`src/rtl/hazard_scoreboard_pkg.sv`:
```
// Shared decode constants, instruction classes, stall-cause encoding and the
// counter-width helper for the hazard scoreboard.
package hazard_scoreboard_pkg;

  // Primary opcodes
  localparam logic [5:0] OpRtype  = 6'b000000;
  localparam logic [5:0] OpBgez   = 6'b000001;
  localparam logic [5:0] OpBeq    = 6'b000100;
  localparam logic [5:0] OpBne    = 6'b000101;
  localparam logic [5:0] OpBlez   = 6'b000110;
  localparam logic [5:0] OpBgtz   = 6'b000111;
  localparam logic [5:0] OpAddi   = 6'b001000;
  localparam logic [5:0] OpBltz   = 6'b001001;
  localparam logic [5:0] OpSlti   = 6'b001010;
  localparam logic [5:0] OpAndi   = 6'b001100;
  localparam logic [5:0] OpOri    = 6'b001101;
  localparam logic [5:0] OpXori   = 6'b001110;
  localparam logic [5:0] OpLw     = 6'b100011;
  localparam logic [5:0] OpSw     = 6'b101011;

  // R-type function codes
  localparam logic [5:0] FnSll    = 6'b000000;
  localparam logic [5:0] FnSrl    = 6'b000010;
  localparam logic [5:0] FnSra    = 6'b000011;
  localparam logic [5:0] FnMul    = 6'b011000;
  localparam logic [5:0] FnDiv    = 6'b011010;
  localparam logic [5:0] FnAdd    = 6'b100000;
  localparam logic [5:0] FnSub    = 6'b100010;
  localparam logic [5:0] FnAnd    = 6'b100100;
  localparam logic [5:0] FnOr     = 6'b100101;
  localparam logic [5:0] FnSlt    = 6'b101010;

  typedef enum logic [1:0] {
    ClsNone = 2'd0,
    ClsAlu  = 2'd1,
    ClsLoad = 2'd2,
    ClsMd   = 2'd3
  } op_class_e;

  typedef enum logic [1:0] {
    CauseNone   = 2'd0,
    CauseRaw    = 2'd1,
    CauseWaw    = 2'd2,
    CauseStruct = 2'd3
  } stall_cause_e;

  // Width needed to hold the longest latency count.
  function automatic int unsigned cnt_width(input int unsigned load_lat,
                                            input int unsigned md_lat);
    int unsigned m;
    m = (load_lat > md_lat) ? load_lat : md_lat;
    return (m == 0) ? 1 : $clog2(m + 1);
  endfunction

endpackage

```
`src/rtl/hazard_scoreboard_decoder.sv`:
```
// Combinational operand-use decoder: which source fields an instruction reads,
// whether and where it writes, and its latency class.
module operand_use_decoder
  import hazard_scoreboard_pkg::*;
#(
  parameter int unsigned RW = 5
) (
  input  logic [5:0]    op,
  input  logic [5:0]    func,
  input  logic [RW-1:0] rs,
  input  logic [RW-1:0] rt,
  input  logic [RW-1:0] rd,
  output logic          rs_used,
  output logic          rt_used,
  output logic          wr_en,
  output logic [RW-1:0] dest,
  output op_class_e     cls
);

  // Decode opcode/func into operand usage; unknown encodings use nothing.
  always_comb begin
    rs_used = 1'b0;
    rt_used = 1'b0;
    wr_en   = 1'b0;
    dest    = '0;
    cls     = ClsNone;
    unique case (op)
      OpRtype: begin
        unique case (func)
          FnAdd, FnSub, FnAnd, FnOr, FnSlt: begin
            rs_used = 1'b1;
            rt_used = 1'b1;
            wr_en   = 1'b1;
            dest    = rd;
            cls     = ClsAlu;
          end
          FnSll, FnSrl, FnSra: begin
            rt_used = 1'b1;
            wr_en   = 1'b1;
            dest    = rd;
            cls     = ClsAlu;
          end
          FnMul, FnDiv: begin
            rs_used = 1'b1;
            rt_used = 1'b1;
            wr_en   = 1'b1;
            dest    = rd;
            cls     = ClsMd;
          end
          default: ;
        endcase
      end
      OpAddi, OpAndi, OpOri, OpXori, OpSlti: begin
        rs_used = 1'b1;
        wr_en   = 1'b1;
        dest    = rt;
        cls     = ClsAlu;
      end
      OpLw: begin
        rs_used = 1'b1;
        wr_en   = 1'b1;
        dest    = rt;
        cls     = ClsLoad;
      end
      OpSw, OpBeq, OpBne: begin
        rs_used = 1'b1;
        rt_used = 1'b1;
      end
      OpBgez, OpBgtz, OpBlez, OpBltz: begin
        rs_used = 1'b1;
      end
      default: ;
    endcase
  end

endmodule

```
`src/rtl/hazard_scoreboard.sv`:
```
// Register hazard scoreboard: per-register countdown of cycles until a result
// becomes forwardable, a mul/div occupancy counter, stall generation with
// cause reporting, and a saturating stalled-cycle counter.
module hazard_scoreboard
  import hazard_scoreboard_pkg::*;
#(
  parameter int unsigned NREG     = 32,
  parameter int unsigned LOAD_LAT = 1,
  parameter int unsigned MD_LAT   = 4,
  parameter int unsigned SCW      = 32
) (
  input  logic                     clk,
  input  logic                     rst,
  input  logic                     id_valid,
  input  logic [5:0]               op,
  input  logic [5:0]               func,
  input  logic [$clog2(NREG)-1:0]  rs,
  input  logic [$clog2(NREG)-1:0]  rt,
  input  logic [$clog2(NREG)-1:0]  rd,
  output logic                     stall,
  output logic [1:0]               stall_cause,
  output logic [NREG-1:0]          busy_mask,
  output logic [SCW-1:0]           stall_cnt
);

  localparam int unsigned RW = $clog2(NREG);
  localparam int unsigned CW = cnt_width(LOAD_LAT, MD_LAT);
  localparam logic [CW-1:0] LoadLatC = CW'(LOAD_LAT);
  localparam logic [CW-1:0] MdLatC   = CW'(MD_LAT);
  // Unit is free again one cycle before its result becomes forwardable.
  localparam logic [CW-1:0] MdOccC   = CW'(MD_LAT - 1);

  logic [CW-1:0]  r_cnt [NREG];
  logic [CW-1:0]  r_md_cnt;
  logic [SCW-1:0] r_stall_cnt;

  logic           w_rs_used;
  logic           w_rt_used;
  logic           w_wr_en;
  logic [RW-1:0]  w_dest;
  op_class_e      w_cls;
  logic [CW-1:0]  w_lat;
  logic           w_raw;
  logic           w_waw;
  logic           w_struct;
  logic           w_stall;
  logic           w_issue;
  stall_cause_e   w_cause;

  operand_use_decoder #(
    .RW (RW)
  ) u_decoder (
    .op      (op),
    .func    (func),
    .rs      (rs),
    .rt      (rt),
    .rd      (rd),
    .rs_used (w_rs_used),
    .rt_used (w_rt_used),
    .wr_en   (w_wr_en),
    .dest    (w_dest),
    .cls     (w_cls)
  );

  // Hazard detection and prioritised cause selection.
  always_comb begin
    w_lat = '0;
    unique case (w_cls)
      ClsLoad: w_lat = LoadLatC;
      ClsMd:   w_lat = MdLatC;
      default: w_lat = '0;
    endcase
    w_raw    = id_valid & ((w_rs_used & (r_cnt[rs] != '0)) |
                           (w_rt_used & (r_cnt[rt] != '0)));
    // An older write still outstanding longer than ours would land after us.
    w_waw    = id_valid & w_wr_en & (w_dest != '0) & (r_cnt[w_dest] > w_lat);
    w_struct = id_valid & (w_cls == ClsMd) & (r_md_cnt != '0);
    w_stall  = w_raw | w_waw | w_struct;
    w_issue  = id_valid & ~w_stall;
    if (w_raw)         w_cause = CauseRaw;
    else if (w_waw)    w_cause = CauseWaw;
    else if (w_struct) w_cause = CauseStruct;
    else               w_cause = CauseNone;
  end

  // Busy mask straight from the counters.
  always_comb begin
    busy_mask = '0;
    for (int unsigned i = 0; i < NREG; i++) begin
      busy_mask[i] = (r_cnt[i] != '0);
    end
  end

  // Countdown per register and for the mul/div unit; an issue load wins over decrement.
  always_ff @(posedge clk) begin
    if (rst) begin
      for (int unsigned i = 0; i < NREG; i++) begin
        r_cnt[i] <= '0;
      end
      r_md_cnt <= '0;
    end else begin
      for (int unsigned i = 0; i < NREG; i++) begin
        if (i == 0)                r_cnt[i] <= '0;
        else if (r_cnt[i] != '0)   r_cnt[i] <= r_cnt[i] - CW'(1);
      end
      if (w_issue && w_wr_en && (w_dest != '0)) begin
        if (w_cls == ClsLoad)    r_cnt[w_dest] <= LoadLatC;
        else if (w_cls == ClsMd) r_cnt[w_dest] <= MdLatC;
      end
      if (r_md_cnt != '0) r_md_cnt <= r_md_cnt - CW'(1);
      if (w_issue && (w_cls == ClsMd)) r_md_cnt <= MdOccC;
    end
  end

  // Saturating count of stalled cycles.
  always_ff @(posedge clk) begin
    if (rst) begin
      r_stall_cnt <= '0;
    end else if (w_stall && (r_stall_cnt != '1)) begin
      r_stall_cnt <= r_stall_cnt + SCW'(1);
    end
  end

  assign stall       = w_stall;
  assign stall_cause = w_cause;
  assign stall_cnt   = r_stall_cnt;

endmodule

```
`config.mk`:
```
export PLATFORM = sky130hd
export DESIGN_NAME = hazard_scoreboard
export DESIGN_NICKNAME = d
export VERILOG_FILES = /design/src/rtl/hazard_scoreboard_pkg.sv /design/src/rtl/hazard_scoreboard_decoder.sv /design/src/rtl/hazard_scoreboard.sv
export SDC_FILE = /design/constraint.sdc
export NUM_CORES = 1
export LEC_CHECK = 0
export CAP_MARGIN = 20
export CORE_ASPECT_RATIO = 0.9
export CORE_MARGIN = 5
export CORE_UTILIZATION = 61
export DETAILED_ROUTE_END_ITERATION = 12
export PLACE_DENSITY_LB_ADDON = 0.15
export SETUP_SLACK_MARGIN = 0.5
export SLEW_MARGIN = 20
export SYNTH_ARGS = -nofsm -noshare
export SYNTH_HDL_FRONTEND = slang
export SYNTH_HIERARCHICAL = 1
export SYNTH_SLANG_ARGS = --single-unit
```
`constraint.sdc`:
```
create_clock -name clk -period 11.47 [get_ports clk]
set_input_delay 1.7205 -clock clk [delete_from_list [all_inputs] [get_ports clk]]
set_output_delay 1.7205 -clock clk [all_outputs]
set_load 0.005 [all_outputs]
```
==> flow_summary_export.csv <==
group,metric,value,unit
sta,post-route-min-period,8740,ps
detailed_routing,antenna_left,0,
global_routing,antenna_found_initial,0,
cts,cts_tree,"yes",
power,comb_power_share,47.2,%
synth,ys_warn_count,6,
sta,worst_slew_pin_slew,962,ps
synth,yosys_register_bits,130,
power,leakage,4.41,nW
power,seq_power_share,33.9,%
job,cap_violations,0,
setup_path,crit_type,"input port to output port",
place,gp_congestion,0.957,
synth,synth-simple-area-share,27.3,%
floorplanning,ios,97,
place,dp_hpwl,19.8,mm
sta,skew,12.2,ps
sta,final-setup-viol-count,0,
cts,cts_hold_buffers,0,
floorplanning,die_h,133,µm
cts,clk_pin_slew,50,ps
floorplanning,num_rows,45,
cts,cts_setup_buffers,0,
place,io_buffers,96,
cells_and_area,syn_to_final_growth,15.2,%
outcome,status,"completed",
floorplanning,start_util,61.6,%
sta,tns,0,ps
detailed_routing,avgViaCountPerCell,6.52,
detailed_routing,firstDrtPassIters,6,
synth,syn-cell-area,10300,µm²
power,swShare,39.9,%
cts,clock_latency,440,ps
power,p_clk_share,18.9,%
power,power_density,228,nW/µm²
global_routing,grt.total_usage,28.4,%
cts,cts_htree_levels,4,
synth,seq_area_frac_synth,31.2,%
sta,finalMaxSlewViolations,0,
cts,clock_sinks,130,
sta,finalCritPeriodShare,76.2,%
synth,muxShareOfSynthArea,14.9,%
global_routing,grt_pass1_vias,8552,
synth,synth_compound_area_share,11.1,%
cts,clk_path_buf_depth,2,
sta,rsz0062_at_grt,"false",
global_routing,grt-ovfl-total,0,
synth,syn_avg_cell_area,9.11,µm²
setup_path,arrival,7020,ps
cts,cts_resized,0,
synth,synthAdderAreaFrac,8.11,%
worst_hold_path,hold_class,"flip-flop to flip-flop",
sta,max_freq,114,MHz
global_routing,grt_max_degree,101,
cells_and_area,nNetsFinal,1289,
cells_and_area,drive_gt1_share,9.96,%
synth,async_reset_ff_share,0,%
cells_and_area,diodes,0,
power,cell_internal_pwr,0.00163,W
cells_and_area,layout_common_cells,"inv_1 (126), clkdlybuf4s50_1 (95), nor2_1 (90), or3_1 (86), nor3_1 (71)",
floorplanning,die_x,147,µm
detailed_routing,dr_total_vias,9238,
setup_path,crit_path_max_fanout,59,
detailed_routing,first_iter_violations,869,
synth,netlist_instances,1134,
synth,synthXorXnorAreaFrac,0.0848,%
setup_path,start_kind,"input port",
synth,synth_top_flop_cell,"dfxtp_1",
cts,cts_made_buffers,17,
cells_and_area,final_common_cell,"inv_1",
sta,slew_headroom,35.9,%
detailed_routing,wl,28.3,mm
cells_and_area,instances_no_fill,1416,
setup_path,crit_path_end_kind,"output port",
synth,synth.distinct_cells,84,
floorplanning,dieArea,19600,µm²
sta,finalHoldViolations,0,
cts,cts_root_buf,"clkbuf_16",
detailed_routing,wire_per_inst,20.0,µm
synth,synth-edff-count,62,
place,dp.cells,1384,
setup_path,crit_required,9750,ps
floorplanning,coreArea,16800,µm²
power,peakVddDrop,0.177,mV
global_routing,grt_pass1_wl,45.0,mm
synth,synth_top_family_by_area,"simple AND/OR/NAND/NOR gates",
power,p_switching,0.00108,W
detailed_routing,drc,0,
power by group through the flow:
stage / Combinational (W) / Sequential, W / Clock (W)
final: 0.00128 / 0.000918 / 0.000512
after CTS: 0.00128 / 0.000905 / 0.000516
after global placement: 0.00121 / 0.000913 / 0
after global routing: 0.00144 / 0.000933 / 0.000541
after detailed placement: 0.00126 / 0.000913 / 0
after floorplan: 0.000896 / 0.000818 / 0
path summary, 6_finish.rpt:
path	from	end	slack [ps]	depth (start not counted)
max reg2reg	r_cnt[16][0]	r_cnt[16][2]	6760	12
min	stall_cnt[7]	stall_cnt[7]	500	2
max	func[1]	stall	2730	18
min reg2reg	stall_cnt[7]	stall_cnt[7]	500	2
metrics by stage:
stage | total power [W] | utilization (%) | worst slack, ps | hold slack [ps] | instance area, µm²
after floorplan | 0.00171 | - | 3550 | 481 | 10300
after global placement | 0.00212 | 67.7 | 2900 | 484 | 11400
after detailed placement | 0.00217 | 67.7 | 2790 | 492 | 11400
after CTS | 0.00270 | 71.0 | 2770 | 502 | 11900
after global routing | 0.00292 | 71.0 | 2410 | 511 | 11900
final | 0.00271 | 71.0 | 2730 | 499 | 11900
worst max-delay path, stage by stage:
cell and delay (ps):
clkdlybuf4s50_1 530, nor4b_1 400, a211oi_2 100, o31ai_4 380, a22o_1 210, buf_4 380
mux4_2 580, a22o_1 240, a221oi_1 200, and3_1 200, ha_1 140, a21o_1 100
o2111a_1 160, o21ai_1 80, a21oi_1 360, o211a_4 610, inv_1 90, clkdlybuf4s50_1 470
logic make-up (layout without fill, tap and decap cells):
family / after synthesis / count (layout)
and+or+nand+nor: 453 / 453
DFF: 130 / 130
buffers and inverters: 193 / 263
AOI/OAI and AO/OA: 172 / 172
xor gates and xnor gates: 1 / 1
adders and majority gates: 67 / 67
other: 1 / 2
muxes: 117 / 117
per-layer routing:
layer | vias up | global-route usage (%) | part of all wire, %
met4 | 0 | 8.07 | 2.6
met1 | 4386 | 38.8 | 43
met2 | 453 | 45.0 | 46
met5 | - | 0 | 0
met3 | 73 | 7.21 | 8.5
li1 | 4326 | - | -
state kept, by name, indices dropped and copies added, names as in the netlist:
signal,cells
stall_cnt,32
r_md_cnt,3
r_cnt,95
cell type report:
| class | instances | area (µm²) |
|---|---|---|
| multi-input cells | 812 | 6370 |
| fillers | 1312 | 4870 |
| flip-flops and latches | 130 | 3220 |
| repair buffers | 104 | 1020 |
| inverters | 127 | 477 |
| clock buffers | 22 | 475 |
| well taps | 211 | 264 |
| clock inverters | 10 | 75.1 |
synthesized netlist by cell type, types with 26 or more instances:
library cell,number,area [µm²]
mux4_2,26,586
mux2i_1,54,541
nand2_1,31,116
inv_1,126,473
a21oi_1,69,345
mux2_1,35,394
edfxtp_1,62,1860
dfxtp_1,68,1360
or3_1,86,538
clkbuf_1,48,180
nor3_1,71,355
nor2_1,90,338
nor2b_1,26,163
ha_1,67,838
(Power assumes the default switching activity.)
==> RTL edit 1 (same flow settings) <==
Make the reset (`rst`) asynchronous in 2 clocked blocks.
--- a/src/rtl/hazard_scoreboard.sv
+++ b/src/rtl/hazard_scoreboard.sv
@@ -93,5 +93,5 @@
 
   // Countdown per register and for the mul/div unit; an issue load wins over decrement.
-  always_ff @(posedge clk) begin
+  always_ff @(posedge clk or posedge rst) begin
     if (rst) begin
       for (int unsigned i = 0; i < NREG; i++) begin
@@ -114,5 +114,5 @@
 
   // Saturating count of stalled cycles.
-  always_ff @(posedge clk) begin
+  always_ff @(posedge clk or posedge rst) begin
     if (rst) begin
       r_stall_cnt <= '0;
Behaviour: not the same (a bounded check fails within 4 cycles, from zero or initial values and one cycle with rst high; the reset may be asserted at any time).
==> RTL edit 1 against the original RTL <==
Final area shrank 2.2%. Sequential power shrank 20%. Largest power group unchanged. Worst setup slack lost 0.43 ns. Sequential cell count is the same. Synthesized area shrank 3.5%. Highest routed layer unchanged. Power shrank 23%. Critical path type unchanged. Routed wire length shrank 6.4%.
==> RTL edit 1: results (changes against the original RTL) <==
- Outcome: complete, no violations
- Share of layout cells above drive strength 1: 0.102 (+0.00258)
- Vias in the first global route: 8,047 (-5.9%)
- Mux contribution to synthesized area: 0.163 (+0.0140)
- Clk. pwr: 571 uW (+12%)
- Fmax: 109 MHz (-4.7%)
- Worst slack, placed: 2.30 ns (-0.493 ns)
- Post-synthesis sequential area ratio: 0.326 (+0.0144)
- Fin nets: 1,239 (-3.9%)
- Comb_multi_in: 779 (-4.1%)
- Leak: 0.00518 uW (+17%)
- Max stage delay on crit path: 0.67 ns (+0.06 ns)
- Via count: 8,463 (-8.4%)
- DR iter-0 viols: 828 (-4.7%)
- Fillers: 1,203 (-8.3%)
- Metal2 WL: 12,400 um (-4.2%)
- Asr flop ratio synth: 1.00 (+1.00)
- Crit path DAT: 7.45 ns (+0.43 ns)
- Non-clk invs: 111 (-13%)
- Wl on met1: 11,200 um (-8.4%)
- Relative slew slack: 0.323 (-0.0353)
- Total combinational power: 775 uW (-39%)
- Adder and majority gate portion of the synthesized area: 0.0841 (+0.00296)
- Largest delay share family, worst path: simple AND/OR/NAND/NOR gates
- Global-route wire length before repair: 42,500 um (-5.5%)
- Area contributors post-synth: dfrtp_1, ha_1, mux2i_1, mux4_2, nor2_1
- GRT Total Usage: 0.281 (-0.00255)
- Most instantiated cells after synthesis: dfrtp_1, nor2_1, inv_1, mux2i_1, ha_1
- Final wirelength: 26,500 um (-6.4%)
- Yosys cell types: 78 (-7.1%)
- Slowest CP cell: nand3_2
- Reg2Reg Depth: 13 (+1)
- Critical Path Fanout Max: 31 (-47%)
- First-pass DRT Iterations: 5 (-1)
-- RTL edit 1: worst min path at each step --
stage,endpoint,slack [ns],depth (start not counted),from
floorplan,stall_cnt[10],0.48,1,stall_cnt[10]
CTS,stall_cnt[24],0.50,1,stall_cnt[24]
global placement,stall_cnt[8],0.48,1,stall_cnt[8]
detailed placement,stall_cnt[8],0.49,1,stall_cnt[8]
global route,stall_cnt[22],0.51,1,stall_cnt[22]
finish,stall_cnt[24],0.49,1,stall_cnt[24]
-- RTL edit 1: stage by stage --
stage	power (uW)	area [sq um]	instances
global route	2210	11600	1362
finish	2080	11600	1362
CTS	2080	11600	1362
global placement	1470	11000	1330
floorplan	1240	9970	1059
detailed placement	1500	11000	1330
-- RTL edit 1: per-layer routing --
layer | vias to the layer above | track usage
li1 | 3925 | -
met1 | 4061 | 0.400
met2 | 419 | 0.439
met3 | 58 | 0.0523
met4 | 0 | 0.0850
met5 | - | 0
==> RTL edit 2 (config.mk and constraints unchanged) <==
Made on the original files. Change the parameter `MD_LAT` from 4 to 3.
--- a/src/rtl/hazard_scoreboard.sv
+++ b/src/rtl/hazard_scoreboard.sv
@@ -7,5 +7,5 @@
   parameter int unsigned NREG     = 32,
   parameter int unsigned LOAD_LAT = 1,
-  parameter int unsigned MD_LAT   = 4,
+  parameter int unsigned MD_LAT   = 3,
   parameter int unsigned SCW      = 32
 ) (
Function: changed (a bounded check fails within 4 cycles, from zero or initial values and one cycle with rst high).
==> RTL edit 2 against the original RTL <==
Worst setup slack got worse by 0.022 ns. Routed wire length fell by 30%. Sequential cell count fell by 32. Clock power fell by 37%. Largest power group unchanged. Power fell by 39%. Register-to-register slack improved by 0.83 ns. Final area fell by 29%. Synthesized area fell by 31%.
==> RTL edit 2: results (changes against the original RTL) <==
- Number of synthesized flops with an enable pin: 31 (-50%)
- Vias per inst: 6.37 (-2.4%)
- Worst Tran Pin Value: 1.11 ns (+0.150 ns)
- Final Non-Filler Cells: 1,016 (-28%)
- Post-synthesis sequential area ratio: 0.320 (+0.00765)
- Outcome: complete, no violations
- GRT Total Usage: 0.289 (+0.00464)
- RR Startpoint: r_cnt[19][1]
- Fin nets: 919 (-29%)
- Yosys cell types: 67 (-20%)
- Clk_lat worst skew: 0.36 ns (-0.08 ns)
- Critical Path Fanout Max: 20 (-66%)
- DR WL/cell: 19.4 um (-2.7%)
- Global-route wire length before repair: 31,800 um (-29%)
- Final clock skew: 0.00734 ns (-0.00482 ns)
- Max stage delay on crit path: 0.88 ns (+0.27 ns)
- Detailed Place HPWL: 14,300 um (-28%)
- First-pass DRT Iterations: 5 (-1)
- Reg-to-Reg End: r_cnt[1][1]
- DR iter-0 viols: 828 (-4.7%)
- FF-to-FF setup slack: 7.59 ns (+0.83 ns)
- Crit path DAT: 7.04 ns (+0.02 ns)
- Vias in the first global route: 6,414 (-25%)
- Final GP Congestion: 0.968 (+1.1%)
- Most instantiated cells after synthesis: inv_1, dfxtp_1, o21ai_0, nor2_1, nor3_1
==> RTL edit 2: cell count changes in the layout (fill, tap and decap cells not counted), sizes merged, moves of 25 or more <==
cell    change
nand3b     +26
nand3      +25
nor3       -27
mux2i      -53
xor2       +33
a21oi      -38
or3        -74
ha         -33
edfxtp     -31
nor2       -45
nor4       -41
==> RTL edit 2: cell families (layout without fill, tap and decap cells) <==
family,after synthesis,after routing,synth area share
multiplexers,67,67,0.156
XOR/XNOR,34,34,0.0419
buffers and inverters,147,222,0.0823
AND/OR/NAND/NOR,274,274,0.222
adder cells (fa/ha/maj),34,34,0.0598
flip-flops,98,98,0.320
AO/OA/AOI/OAI,129,129,0.118
other,1,2,0.000527
==> RTL edit 2: routing by layer <==
layer  vias to the layer above  share of wire  track usage
met5                         -              0            0
met4                         0          0.032        0.114
met3                        66          0.085       0.0544
met2                       358           0.47        0.470
met1                      3058           0.41        0.378
li1                       2986              -            -
==> RTL edit 2: how the worst max path moves through the flow <==
stage / start / endpoint / slack (ns) / cells after the start
6_report: op[4] / stall / 2.71 / 17
4_1_cts: op[4] / stall / 2.74 / 17
3_5_place_dp: op[4] / stall / 2.76 / 17
3_3_place_gp: op[4] / stall / 2.92 / 17
5_1_grt: op[4] / stall / 2.31 / 17
2_1_floorplan: func[3] / stall / 4.19 / 15
==> RTL edit 2: cell type report <==
| cell class | instances | area (sq um) |
|---|---|---|
| flip-flops and latches | 98 | 2270 |
| clock buffers | 13 | 293 |
| well taps | 156 | 195 |
| clock inverters | 3 | 25.0 |
| repair buffers | 99 | 981 |
| inverters | 107 | 402 |
| multi-input cells | 540 | 4260 |
| fillers | 862 | 3010 |
==> RTL edit 2: power breakdown <==
group	total, uW	internal [uW]	leakage, uW	switching (uW)
Clock	322	181	0.000153	141
Sequential	592	474	0.000887	118
Combinational	751	399	0.00217	352
Total	1660	1050	0.00321	611
==> RTL edit 2: through the flow <==
| step | util | area [sq um] |
|---|---|---|
| 6_report | 0.737 | 8430 |
| 3_3_place_gp | 0.709 | 8110 |
| 5_1_grt | 0.737 | 8430 |
| 4_1_cts | 0.737 | 8430 |
| 3_5_place_dp | 0.709 | 8110 |
| 2_1_floorplan | - | 7110 |
